===== config.mk =====
export PLATFORM = sky130hd
export DESIGN_NAME = pc_fetch_unit_flat
export DESIGN_NICKNAME = d
export VERILOG_FILES = /design/src/rtl/pc_fetch_unit_pkg.sv /design/src/rtl/pc_fetch_unit_if.sv /design/src/rtl/pc_fetch_unit_target.sv /design/src/rtl/pc_fetch_unit.sv /design/src/flat_wrapper.sv
export SDC_FILE = /design/constraint.sdc
export NUM_CORES = 1
export LEC_CHECK = 0
export CORE_MARGIN = 5
export CORE_UTILIZATION = 29
export CTS_CLUSTER_DIAMETER = 120
export DETAILED_ROUTE_END_ITERATION = 6
export HOLD_SLACK_MARGIN = 0.1
export MAX_ROUTING_LAYER = met4
export PLACE_DENSITY = 0.65
export SYNTH_ARGS = -nofsm -noshare
export SYNTH_HDL_FRONTEND = slang
export SYNTH_SLANG_ARGS = --single-unit
export TNS_END_PERCENT = 20

===== constraint.sdc =====
create_clock -name clk -period 12.2 [get_ports clk]
set_input_delay 3.66 -clock clk [delete_from_list [all_inputs] [get_ports clk]]
set_output_delay 3.66 -clock clk [all_outputs]
set_load 0.05 [all_outputs]

===== src/rtl/pc_fetch_unit_pkg.sv =====
// Shared definitions for the PC / instruction-fetch slice of the RV32I core.
//   XLEN        : datapath width
//   ILEN_BYTES  : size of one instruction in bytes (sequential PC step)
//   fetch_state_t : fetch FSM states
package pc_fetch_unit_pkg;

  localparam int XLEN = 32;
  localparam logic [XLEN-1:0] ILEN_BYTES = 32'd4;

  typedef enum logic [2:0] {
    ST_BOOT,
    ST_REQ,
    ST_WAIT,
    ST_OUT,
    ST_HALT
  } fetch_state_t;

endpackage


===== src/rtl/pc_fetch_unit_if.sv =====
// Bus bundle between the fetch unit, instruction memory and decode.
//   imem_req/imem_addr  : fetch request and word address (fetch unit -> memory)
//   imem_gnt            : request accepted (memory -> fetch unit)
//   imem_rvalid/rdata   : read response (memory -> fetch unit)
//   if_valid/instr/pc   : fetched instruction offered to decode
//   if_ready            : decode accepts the offered instruction
// master = fetch unit side, slave = memory/decode side.
interface pc_fetch_unit_if;
  import pc_fetch_unit_pkg::*;

  logic            imem_req;
  logic [XLEN-1:0] imem_addr;
  logic            imem_gnt;
  logic            imem_rvalid;
  logic [XLEN-1:0] imem_rdata;
  logic            if_valid;
  logic [XLEN-1:0] if_instr;
  logic [XLEN-1:0] if_pc;
  logic            if_ready;

  modport master (
    output imem_req, imem_addr, if_valid, if_instr, if_pc,
    input  imem_gnt, imem_rvalid, imem_rdata, if_ready
  );

  modport slave (
    input  imem_req, imem_addr, if_valid, if_instr, if_pc,
    output imem_gnt, imem_rvalid, imem_rdata, if_ready
  );

endinterface


===== src/rtl/pc_fetch_unit_target.sv =====
// Control-transfer target calculation (purely combinational).
//   ex_valid, pcasrc, pcbsrc : execute-stage selects
//   ex_pc, ex_imm, ex_rs1    : base / offset operands
//   target                   : base + offset, bit 0 cleared for JALR
//   taken                    : a real control transfer is requested
//   misaligned               : target is not word aligned
module pc_target_calc
  import pc_fetch_unit_pkg::*;
(
  input  logic            ex_valid,
  input  logic            pcasrc,
  input  logic            pcbsrc,
  input  logic [XLEN-1:0] ex_pc,
  input  logic [XLEN-1:0] ex_imm,
  input  logic [XLEN-1:0] ex_rs1,
  output logic [XLEN-1:0] target,
  output logic            taken,
  output logic            misaligned
);

  logic [XLEN-1:0] base;
  logic [XLEN-1:0] offset;
  logic [XLEN-1:0] sum;

  assign base   = pcbsrc ? ex_rs1 : ex_pc;
  assign offset = pcasrc ? ILEN_BYTES : ex_imm;
  assign sum    = base + offset;

  // JALR (rs1-based) targets have bit 0 forced low.
  assign target = pcbsrc ? {sum[XLEN-1:1], 1'b0} : sum;

  // PC+4 from the instruction's own PC is plain sequential flow, not a transfer.
  assign taken      = ex_valid && !(pcasrc && !pcbsrc);
  assign misaligned = target[1];

endmodule


===== src/rtl/pc_fetch_unit.sv =====
// PC register and instruction fetch with one outstanding imem request.
//   clk, rst_n        : clock, asynchronous active-low reset
//   ex_*/pcasrc/pcbsrc: execute-stage control-transfer inputs
//   bus (master)      : imem request/response and decode handshake
//   redirect          : combinational, aligned taken transfer this cycle
//   misalign_trap     : one-cycle pulse on a misaligned taken target
//   misalign_addr     : offending target, held until reset
module pc_fetch_unit
  import pc_fetch_unit_pkg::*;
#(
  parameter logic [XLEN-1:0] RESET_PC = 32'h0000_0000
)
(
  input  logic              clk,
  input  logic              rst_n,
  input  logic              ex_valid,
  input  logic              pcasrc,
  input  logic              pcbsrc,
  input  logic [XLEN-1:0]   ex_pc,
  input  logic [XLEN-1:0]   ex_imm,
  input  logic [XLEN-1:0]   ex_rs1,
  pc_fetch_unit_if.master   bus,
  output logic              redirect,
  output logic              misalign_trap,
  output logic [XLEN-1:0]   misalign_addr
);

  fetch_state_t    state;
  logic            kill;
  logic [XLEN-1:0] fetch_pc;
  logic            req_q;
  logic            valid_q;
  logic [XLEN-1:0] instr_q;
  logic [XLEN-1:0] ifpc_q;
  logic            trap_q;
  logic [XLEN-1:0] maddr_q;

  logic [XLEN-1:0] target;
  logic            taken;
  logic            misaligned;
  logic            active;
  logic            trap_now;

  pc_target_calc u_target (
    .ex_valid   (ex_valid),
    .pcasrc     (pcasrc),
    .pcbsrc     (pcbsrc),
    .ex_pc      (ex_pc),
    .ex_imm     (ex_imm),
    .ex_rs1     (ex_rs1),
    .target     (target),
    .taken      (taken),
    .misaligned (misaligned)
  );

  assign active   = (state != ST_HALT);
  assign redirect = taken && !misaligned && active;
  assign trap_now = taken && misaligned && active;

  // imem_addr is the fetch PC itself; it only moves while a request is
  // pending if a redirect arrives before the grant.
  assign bus.imem_req  = req_q;
  assign bus.imem_addr = fetch_pc;
  assign bus.if_valid  = valid_q;
  assign bus.if_instr  = instr_q;
  assign bus.if_pc     = ifpc_q;
  assign misalign_trap = trap_q;
  assign misalign_addr = maddr_q;

  // Fetch FSM with registered outputs. A redirect never cancels an accepted
  // request on the bus; instead kill marks its response for disposal so
  // only one request is ever outstanding.
  always_ff @(posedge clk or negedge rst_n) begin
    if (!rst_n) begin
      state    <= ST_BOOT;
      kill     <= 1'b0;
      fetch_pc <= RESET_PC;
      req_q    <= 1'b0;
      valid_q  <= 1'b0;
      instr_q  <= '0;
      ifpc_q   <= '0;
      trap_q   <= 1'b0;
      maddr_q  <= '0;
    end else begin
      trap_q <= 1'b0;
      if (trap_now) begin
        state   <= ST_HALT;
        req_q   <= 1'b0;
        valid_q <= 1'b0;
        kill    <= 1'b0;
        trap_q  <= 1'b1;
        maddr_q <= target;
      end else begin
        case (state)
          ST_BOOT: begin
            state <= ST_REQ;
            req_q <= 1'b1;
            if (redirect) fetch_pc <= target;
          end
          ST_REQ: begin
            if (redirect) begin
              fetch_pc <= target;
              if (bus.imem_gnt) begin
                state <= ST_WAIT;
                req_q <= 1'b0;
                kill  <= 1'b1;
              end
            end else if (bus.imem_gnt) begin
              state <= ST_WAIT;
              req_q <= 1'b0;
            end
          end
          ST_WAIT: begin
            if (redirect) begin
              fetch_pc <= target;
              if (bus.imem_rvalid) begin
                state <= ST_REQ;
                req_q <= 1'b1;
                kill  <= 1'b0;
              end else begin
                kill <= 1'b1;
              end
            end else if (bus.imem_rvalid) begin
              if (kill) begin
                state <= ST_REQ;
                req_q <= 1'b1;
                kill  <= 1'b0;
              end else begin
                state   <= ST_OUT;
                valid_q <= 1'b1;
                instr_q <= bus.imem_rdata;
                ifpc_q  <= fetch_pc;
              end
            end
          end
          ST_OUT: begin
            if (redirect) begin
              fetch_pc <= target;
              state    <= ST_REQ;
              req_q    <= 1'b1;
              valid_q  <= 1'b0;
            end else if (bus.if_ready) begin
              fetch_pc <= fetch_pc + ILEN_BYTES;
              state    <= ST_REQ;
              req_q    <= 1'b1;
              valid_q  <= 1'b0;
            end
          end
          ST_HALT: begin
            state <= ST_HALT;
          end
          default: begin
            state <= ST_BOOT;
          end
        endcase
      end
    end
  end

endmodule


===== src/flat_wrapper.sv =====
// flat-port wrapper written by rule: the top's interface ports become plain ports
module pc_fetch_unit_flat import pc_fetch_unit_pkg::*;
#(
  parameter logic [XLEN-1:0] RESET_PC = 32'h0000_0000
)
  (clk, rst_n, ex_valid, pcasrc, pcbsrc, ex_pc, ex_imm, ex_rs1, redirect, misalign_trap, misalign_addr, bus_imem_req, bus_imem_addr, bus_if_valid, bus_if_instr, bus_if_pc, bus_imem_gnt, bus_imem_rvalid, bus_imem_rdata, bus_if_ready);
  pc_fetch_unit_if bus_i ();
  input  logic clk;
  input  logic rst_n;
  input  logic ex_valid;
  input  logic pcasrc;
  input  logic pcbsrc;
  input  logic [XLEN-1:0] ex_pc;
  input  logic [XLEN-1:0] ex_imm;
  input  logic [XLEN-1:0] ex_rs1;
  output logic redirect;
  output logic misalign_trap;
  output logic [XLEN-1:0] misalign_addr;
  output wire logic [$bits(bus_i.imem_req)-1:0] bus_imem_req;
  output wire logic [$bits(bus_i.imem_addr)-1:0] bus_imem_addr;
  output wire logic [$bits(bus_i.if_valid)-1:0] bus_if_valid;
  output wire logic [$bits(bus_i.if_instr)-1:0] bus_if_instr;
  output wire logic [$bits(bus_i.if_pc)-1:0] bus_if_pc;
  input wire logic [$bits(bus_i.imem_gnt)-1:0] bus_imem_gnt;
  input wire logic [$bits(bus_i.imem_rvalid)-1:0] bus_imem_rvalid;
  input wire logic [$bits(bus_i.imem_rdata)-1:0] bus_imem_rdata;
  input wire logic [$bits(bus_i.if_ready)-1:0] bus_if_ready;
  assign bus_imem_req = bus_i.imem_req;
  assign bus_imem_addr = bus_i.imem_addr;
  assign bus_if_valid = bus_i.if_valid;
  assign bus_if_instr = bus_i.if_instr;
  assign bus_if_pc = bus_i.if_pc;
  assign bus_i.imem_gnt = bus_imem_gnt;
  assign bus_i.imem_rvalid = bus_imem_rvalid;
  assign bus_i.imem_rdata = bus_imem_rdata;
  assign bus_i.if_ready = bus_if_ready;
  pc_fetch_unit #(.RESET_PC(RESET_PC)) u_core (.clk(clk), .rst_n(rst_n), .ex_valid(ex_valid), .pcasrc(pcasrc), .pcbsrc(pcbsrc), .ex_pc(ex_pc), .ex_imm(ex_imm), .ex_rs1(ex_rs1), .bus(bus_i), .redirect(redirect), .misalign_trap(misalign_trap), .misalign_addr(misalign_addr));
endmodule

Word-level counts from Yosys, hierarchy flattened
Cells that the tools add are included.
Storage, ports and cells
  logic and storage cells: 90
  bits in latches: 0
  register bits: 135
  memories kept: 0
  memory bits (read-only): 0
  bits in writable memories: 0
  input bits: 136
Operators by class
  mux-type cells: 40
  multiply operators: 0
  magnitude comparators: 0
  add/subtract/negate cells: 2
  shifts and indexed selects: 0
  equality and inequality tests: 15
  div/mod/pow operators: 0
  reductions and logical operators: 21
  bitwise operators: 3
Operators by type and width (number)
  32-bit two-way mux: 5
  32-bit one-hot mux with 2 select lines: 1
  32-bit by 3-bit adder with 32-bit output, second input constant: 1
  32-bit adder: 1
  1-bit two-way mux: 22
  3-bit two-way mux: 7
  3-bit one-hot mux with 5 select lines: 1
  5-bit AND reduction: 3
  3-bit by 2-bit inequality test with 1-bit output, second input constant: 4
  3-bit inequality test, second input constant: 3
  4-bit by 3-bit inequality test with 1-bit output, second input constant: 2
  4-bit AND reduction: 2
  3-bit by 2-bit == test with 1-bit output, second input constant: 2
  1-bit logical AND: 6
  3-bit nonzero test: 2
  5-bit nonzero test: 1
  4-bit by 2-bit inequality test with 1-bit output, second input constant: 1
  1-bit one-hot mux with 2 select lines: 2
  1-bit one-hot mux with 4 select lines: 1
  3-bit by 1-bit == test with 1-bit output, second input constant: 1
  3-bit == test, second input constant: 1
  1-bit zero test: 3
  3-bit zero test: 1
  1-bit inverter: 3
  5 further kinds: 5

Depth between registers and ports, before layout
Gate-level depths: netlist of the first run.
  depth after elaboration: 9
  mapped depth: 14

Modules after synthesis
A second synthesis of the first run with hierarchy kept.
Unflattened totals
  cell total of the unflattened synthesis: 815
  area total of the unflattened synthesis: 8319.2 um2
By module, submodules not included
  pc_fetch_unit: instances 1, seq. area each 3378.2 um2, cells an instance 509, area each 6028.3 um2
  pc_target_calc: instances 1, seq. area each 0.0 um2, cells an instance 306, area each 2290.9 um2

Worst setup path after synthesis of the first run
OpenSTA, ideal clock, no wires.
  kind: input port to output port
  start: input pcbsrc
  end: output redirect
  arrival time: 6.401 ns
  path buffers: 2
  cell stages on the path: 6
  data required time: 8.540 ns
  path slack: 2.139 ns
  cells stage by stage: buf_2 > clkbuf_1 > mux2_2 > ha_1 > fa_1 > nor3_1
On the way
  elaborated cells between the ends (all ways): 9
  classes of those cells: add/sub (1); mux (1); reduce/logical (7)
RTL lines
  start, declared: RTL line flat_wrapper.sv:12  | input logic pcbsrc;
  32-bit two-way mux: RTL line pc_fetch_unit_target.sv:25  | assign base = pcbsrc ? ex_rs1 : ex_pc;
  32-bit adder: RTL line pc_fetch_unit_target.sv:27  | assign sum = base + offset;
  net u_core.misaligned: RTL line pc_fetch_unit.sv:40  | logic misaligned;
  1-bit zero test: RTL line pc_fetch_unit.sv:57  | assign redirect = taken && !misaligned && active;
  1-bit logical AND (2 in series): RTL line pc_fetch_unit.sv:57
  end, declared: RTL line flat_wrapper.sv:16  | output logic redirect;
The timed path passes the listed nets, and every way through them passes these cells.

Final worst setup path of the first run
Same ends and word-level chain as after synthesis.

==> results.md, run 1 <==
- Worst IR drop on VDD: 0.0000917 V
- Top cell type's share of synthesized area: 42.2%
- GRT Overall Usage: 16.0%
- RSZ-0062 raised after global routing: false
- Worst Path Required: 8.54 ns
- Clock tree sinks: 135
- Most frequent cells after synthesis: dfrtp_1, mux2_2, nand2_1
- Core area: 27000 um^2
- DRT Pass-1 Iters: 5
- DRT antenna net count: 0
- Most used DFF post-synth: dfrtp_1
- Hold crit path type: reg -> reg
- Area after DPL: 11000 um^2
- Multi-input combinational cell area: 4440 um^2
- Via/cell ratio: 4.94
- Worst path bufs/invs: 2
- Global-route wire length before repair: 38.4 mm
- Tcrit/Tclk final: 84.4%
- Post-cts sizing count: 0
- Fin. Hold Viols: 0
- Worst-path clk slew: 0.06 ns
- Clk_lat worst skew: 0.42 ns
- Largest net degree at the start of global routing: 70
- Number of vias in the routed layout: 7064
- Die ar.: 31000 um^2
- Clock buffer count from CTS: 17
- Die W: 176 um
- Post-route design area: 11600 um^2
- CP top delay family: buffers and inverters
- Iter 0 DRT Violations: 397
- Avg Cell Area, Syn: 9.74 um^2
- Setup Skew: 0.00579 ns
- I/O pin cnt: 268
- Mapped Nets: 990
- Worst path most repeated cell: clkdlybuf4s50_1
- Post-cts hold buffer count: 0
- Critical path cell sequence: clkdlybuf4s50_1 > mux2_2 > ha_1 > fa_1 > nor3_1 > clkdlybuf4s50_1
- Cell taking the most area after synthesis: dfrtp_1
- Critical path's slowest cell: clkdlybuf4s50_1
- Synth Instances: 821
- Startpoint types: primary input
- Hold Slack: 0.473 ns
- Worst-Margin Slew: 0.911 ns
- Synth warn: 0
- TritonCTS clock tree: built
- Area of the mapped netlist: 8000 um^2
- Synth cell types: 69
- Share of layout cells above drive strength 1: 15.0%
- Count leader, synth: dfrtp_1
- Fin nets: 1245
- CP peak stage delay: 0.87 ns
- Critical path type: in -> out
- Total placed cells including tap cells: 1398
- Post-synthesis sequential area ratio: 42.2%
- # port buffers: 267
- H-tree levels: 4
- Place WS: 1.92 ns
- Gr ovfl total: 0
- Arrival time at the worst endpoint: 6.64 ns
- Pwr Density: 264 nW/um^2
- Initial core utilization: 29.6%
- Chip height: 176 um
- Crit path time final: 10.30 ns
- Post-synth EDFFs: 0
- Hpwl dp: 19.6 mm
- Wire per inst: 17.3 um
- DR DRC count: 0
- Total power: 3.05 mW
- Seq cells post-synth: 135
- Non-filler cells, final: 1430
- Total of max-cap violations: 0
- Rows: 60
- Final worst slack: 1.90 ns
- Setup tns final: 0 ns
- Initial antenna violation count: 0
- Fillers: 2702
- Post-Route WL: 24.7 mm
- Post-CTS Setup Repair Bufs: 0
- Setup crit end kind: output pin
- Leakage Power: 4.77 nW
- Final Setup Violations: 0
- Fmax: 97.1 MHz
- ANT cells: 0
- Slew margin rel.: 39.1%
- Gpl congestion: 0.912
- Area Growth Syn to Fin: 44.6%
- Seq. cell area: 3380 um^2
- Max-slew violations: 0
- Vias in the first global route: 6979
- Post-layout util: 42.8%
- Post-synth ARST share: 100%
- Clock Tree Root: clkbuf_16
- Status: complete, no violations
- Max FO, Critical Path: 5
- Synth area leaders: dfrtp_1, mux2_2, ha_1
- Clock buffer depth: 2
[cells in the final DEF (no fill, tap or decap), drive strengths merged, types with 3 or more instances in the layout]
cell,n
clkbuf,18
nand4,6
dfrtp,135
ha,32
o21a,9
a221oi,8
nand2b,3
o211ai,5
nor3,21
nor2b,35
and2,4
clkinvlp,3
inv,18
nand2,96
and3,6
o21bai,4
nand3,23
a31oi,7
and4,3
o21ai,65
clkdlybuf4s50,266
nor4,3
or2,5
xnor2,21
a22o,3
or3,3
xor2,10
a21oi,66
a211oi,4
nor2,49
mux2,98
a21o,14
buf,9
clkinv,3
[power breakdown]
group / internal [mW] / total (mW) / leakage (nW) / switching, mW
combinational: 0.611 / 1.73 / 2.86 / 1.12
clock: 0.270 / 0.481 / 0.267 / 0.211
sequential: 0.656 / 0.837 / 1.64 / 0.181
[sequential cells by signal, summed over array words and instances, names as in the netlist]
register              count
u_core.state              3
u_core.bus.imem_req       1
u_core.misalign_addr     32
u_core.bus.if_pc         32
u_core.bus.if_instr      32
u_core.bus.if_valid       1
u_core.misalign_trap      1
u_core.kill               1
u_core.bus.imem_addr     32
[cell families (layout without fill, tap and decap cells)]
| group | count (synthesis) | after routing | synth area share, % |
|---|---|---|---|
| xor gates and xnor gates | 31 | 31 | 3.39 |
| AOI/OAI and AO/OA | 210 | 210 | 16.9 |
| muxes | 100 | 100 | 14.0 |
| DFF | 135 | 135 | 42.2 |
| adders and majority gates | 33 | 33 | 5.26 |
| buffers and inverters | 49 | 317 | 2.46 |
| and+or+nand+nor | 263 | 263 | 15.7 |
[final timing paths]
check                                             start                  endpoint  slack [ns]  depth (start not counted)
worst max-delay path                             pcbsrc                  redirect        1.90                          6
worst min-delay path            u_core.misalign_addr[1]   u_core.misalign_addr[1]        0.47                          1
worst max register to register  u_core.bus.imem_addr[3]  u_core.bus.imem_addr[26]        9.35                          9
worst min register to register  u_core.misalign_addr[1]   u_core.misalign_addr[1]        0.47                          1
max in group asynchronous                         rst_n   u_core.bus.if_instr[17]        7.65                          2
min in group asynchronous                         rst_n       u_core.bus.if_pc[2]        3.23                          1
[final cells by class]
type | instances | area share (%)
Sequential cell | 135 | 29.2
Timing Repair Buffer | 275 | 23.6
Multi-Input combinational cell | 637 | 38.4
Tap cell | 341 | 3.69
Clock buffer | 18 | 3.80
Clock inverter | 14 | 0.985
Inverter | 10 | 0.325
[metal layers]
layer | track usage (%) | up-vias | wire length (um)
met5 | - | - | 0
met4 | 6.50 | 0 | 879
met3 | 2.93 | 41 | 1320
met2 | 24.3 | 231 | 11200
met1 | 21.2 | 3327 | 11300
li1 | - | 3465 | -
[worst reg2reg max path, stage by stage, from the launching register on]
cell,delay (ns)
dfrtp_1,0.48
ha_1,0.23
nand3_1,0.14
or2_2,0.36
nor4_1,0.61
nand3_1,0.29
nor3_1,0.29
nor3_1,0.07
a31oi_1,0.18
o21a_1,0.13
Note: power is estimated with default switching activity, not from simulation.
==> inputs of run 2 (changes only) <==
--- a/config.mk
+++ b/config.mk
@@ -11,7 +11,7 @@
 export DETAILED_ROUTE_END_ITERATION = 6
 export HOLD_SLACK_MARGIN = 0.1
 export MAX_ROUTING_LAYER = met4
-export PLACE_DENSITY = 0.65
+export PLACE_DENSITY = 0.67
 export SYNTH_ARGS = -nofsm -noshare
 export SYNTH_HDL_FRONTEND = slang
 export SYNTH_SLANG_ARGS = --single-unit
==> constraint.sdc (replaced) <==
create_clock -name clk -period 8.8 [get_ports clk]
set_input_delay 2.64 -clock clk [delete_from_list [all_inputs] [get_ports clk]]
set_output_delay 2.64 -clock clk [all_outputs]
set_load 0.05 [all_outputs]
==> run 2 against run 1 <==
Global-route usage is 0.18 points higher. Die area stayed put. Hold slack better by 0.0050 ns. Utilization is 0.42 points higher. Via count is 0.98% higher. Clock skew is 0.0046 ns higher. Clock power is 68% higher.
==> results.md, run 2 (same netlist as run 1, synthesis figures left out) <==
- Status: complete, no violations
- Share of layout cells above drive strength 1: 15.0% (about the same)
- Global-route wire length before repair: 39.0 mm (+1.8%)
- Clk_lat worst skew: 0.41 ns (about the same)
- Area Growth Syn to Fin: 46.0%
- Post-Route WL: 25.1 mm (+1.7%)
- Setup tns final: 0 ns (unchanged)
- Hold Path End: u_core.misalign_addr[1]
- Chip height: 176 um (unchanged)
- CP top delay family: buffers and inverters
- Cell depth of the worst flop-to-flop path: 9 (unchanged)
- ANT cells: 0 (unchanged)
- WL met1: 11.7 mm (+3.5%)
- Die W: 176 um (unchanged)
- R2r setup slk: 5.67 ns (-3.68 ns)
- Commonest cells after routing, fill and taps aside: clkdlybuf4s50_1, dfrtp_1, mux2_2
- Setup Skew: 0.0104 ns (+0.00465 ns)
- Post-layout util: 43.2% (+0.42 points)
- Hold Startpoint: u_core.misalign_addr[1]
- Fin nets: 1244 (-0.080%)
- Core area: 27000 um^2 (unchanged)
- Met3 wire length: 1.08 mm (-18%)
- Total of max-cap violations: 0 (unchanged)
- Post-cts sizing count: 0 (unchanged)
- DRT antenna net count: 0 (unchanged)
- Critical path's slowest cell: clkdlybuf4s50_1
- Commonest non-fill, non-tap cell in the layout: clkdlybuf4s50_1
- Post-CTS Setup Repair Bufs: 0 (unchanged)
- Clock Tree Root: clkbuf_16
- Post-route design area: 11700 um^2 (+0.97%)
- Hold Slack: 0.478 ns (+0.00499 ns)
- Startpoint types: primary input
- Area after DPL: 11000 um^2 (about the same)
- CP peak stage delay: 0.64 ns (-0.23 ns)
- Initial core utilization: 29.6% (unchanged)
- Worst Path Required: 6.16 ns (-2.38 ns)
- Leakage Power: 4.83 nW (+1.2%)
- Via/cell ratio: 4.99 (+1.0%)
- Critical path type: in -> out
- Crit path time final: 7.72 ns
- Hpwl dp: 19.7 mm (+0.85%)
- RSZ-0062 raised after global routing: false
- Initial antenna violation count: 0 (unchanged)
- Worst path bufs/invs: 2 (unchanged)
- Arrival time at the worst endpoint: 5.08 ns (-1.56 ns)
- Clock buffer depth: 2 (unchanged)
- Max-slew violations: 0 (unchanged)
- GRT Overall Usage: 16.2% (+0.18 points)
- Gpl congestion: 0.903 (-0.91%)
- DRT Pass-1 Iters: 5 (unchanged)
- Iter 0 DRT Violations: 506 (+27%)
- Fin. Hold Viols: 0 (unchanged)
- Total power: 4.38 mW (+43%)
- Hold depth: 1 (unchanged)
- Max FO, Critical Path: 6 (+1)
- Worst-path clk slew: 0.06 ns (about the same)
- Slew margin rel.: 36.9% (-2.1 points)
- Post-cts hold buffer count: 0 (unchanged)
- Gr ovfl total: 0 (unchanged)
- # port buffers: 267 (unchanged)
- TritonCTS clock tree: built
- Setup crit end kind: output pin
- Fmax: 130 MHz
- Highest routed layer: met4
- Pwr Density: 375 nW/um^2 (+42%)
- Vias in the first global route: 6997 (+0.26%)
- DR DRC count: 0 (unchanged)
- FF-to-FF End: u_core.bus.if_valid
- Worst-Margin Slew: 0.945 ns (+0.0341 ns)
- DR WL met2: 11.7 mm (+4.6%)
- Die ar.: 31000 um^2 (unchanged)
- Tcrit/Tclk final: 87.7%
- H-tree levels: 4 (unchanged)
- I/O pin cnt: 268 (unchanged)
- Critical path cell sequence: clkdlybuf4s50_1 > mux2_2 > ha_1 > fa_1 > nor3_1 > buf_12
- Worst IR drop on VDD: 0.000119 V (+30%)
- Hold crit path type: reg -> reg
- Largest net degree at the start of global routing: 82 (+17%)
- Number of vias in the routed layout: 7133 (+0.98%)
- Worst R2R Start: u_core.state[0]
- Clock tree sinks: 135 (unchanged)
- Final Setup Violations: 0 (unchanged)
- Rows: 60 (unchanged)
- Clock buffer count from CTS: 17 (unchanged)
- Wire per inst: 17.6 um (+1.8%)
-- run 2: cell types whose count changed in the layout (fill, tap and decap cells not counted) --
cell,delta
buf_12,+1
buf_4,-1
bufinv_16,+5
clkbuf_8,-1
clkdlybuf4s50_1,-1
clkinv_2,-1
clkinvlp_4,-2
inv_6,-2
inv_8,+1
-- run 2: metrics by stage --
step                      setup WS (ns)  instances
after floorplan                   0.779        821
after global placement             1.11       1397
after detailed placement           1.09       1397
after CTS                          1.08       1429
after global routing               1.01       1429
final                              1.08       1429
-- run 2: worst max-delay path by stage --
stage	startpoint	endpoint	slack, ns	depth (start not counted)
after detailed placement	pcbsrc	redirect	1.09	6
after CTS	pcbsrc	redirect	1.08	6
after floorplan	pcbsrc	redirect	0.78	6
final	pcbsrc	redirect	1.08	6
after global routing	pcbsrc	redirect	1.01	6
after global placement	pcbsrc	redirect	1.11	6
-- run 2: final cells by class --
cell class,instances,area [um^2]
Clock buffer,17,425
Clock inverter,15,238
Fill cell,2606,15300
Inverter,10,37.5
Multi-Input combinational cell,637,4440
Sequential cell,135,3380
Tap cell,341,427
Timing Repair Buffer,274,2740
-- run 2: worst reg2reg max path, stage by stage (launching register included) --
cell and delay (ns):
dfrtp_1 0.53, nor2_1 0.11, nand2_1 0.12, nand3_2 0.72
inv_1 0.76, nor3_1 0.12, o21ai_0 0.30, a21oi_1 0.11
o21ai_0 0.16, a22o_1 0.15
-- run 2: where the power goes --
| group | leakage, nW | internal, mW | total (mW) | switching (mW) |
|---|---|---|---|---|
| clock | 0.323 | 0.512 | 0.807 | 0.295 |
| sequential | 1.64 | 0.910 | 1.16 | 0.253 |
| combinational | 2.86 | 0.847 | 2.41 | 1.56 |
-- run 2: routing by layer --
layer  GRT usage, %  vias up
met1           21.7     3408
met2           25.2      213
li1               -     3479
met5              -        -
met4           5.43        0
met3           2.31       33
==> inputs of run 3 (changes only) <==
--- a/config.mk
+++ b/config.mk
@@ -8,7 +8,9 @@
 export CORE_MARGIN = 5
 export CORE_UTILIZATION = 29
 export CTS_CLUSTER_DIAMETER = 120
+export CTS_CLUSTER_SIZE = 28
 export DETAILED_ROUTE_END_ITERATION = 6
+export GPL_ROUTABILITY_DRIVEN = 0
 export HOLD_SLACK_MARGIN = 0.1
 export MAX_ROUTING_LAYER = met4
 export PLACE_DENSITY = 0.67
==> results of run 3 <==
Final layout, timing and power as in run 2 (identical DEF).
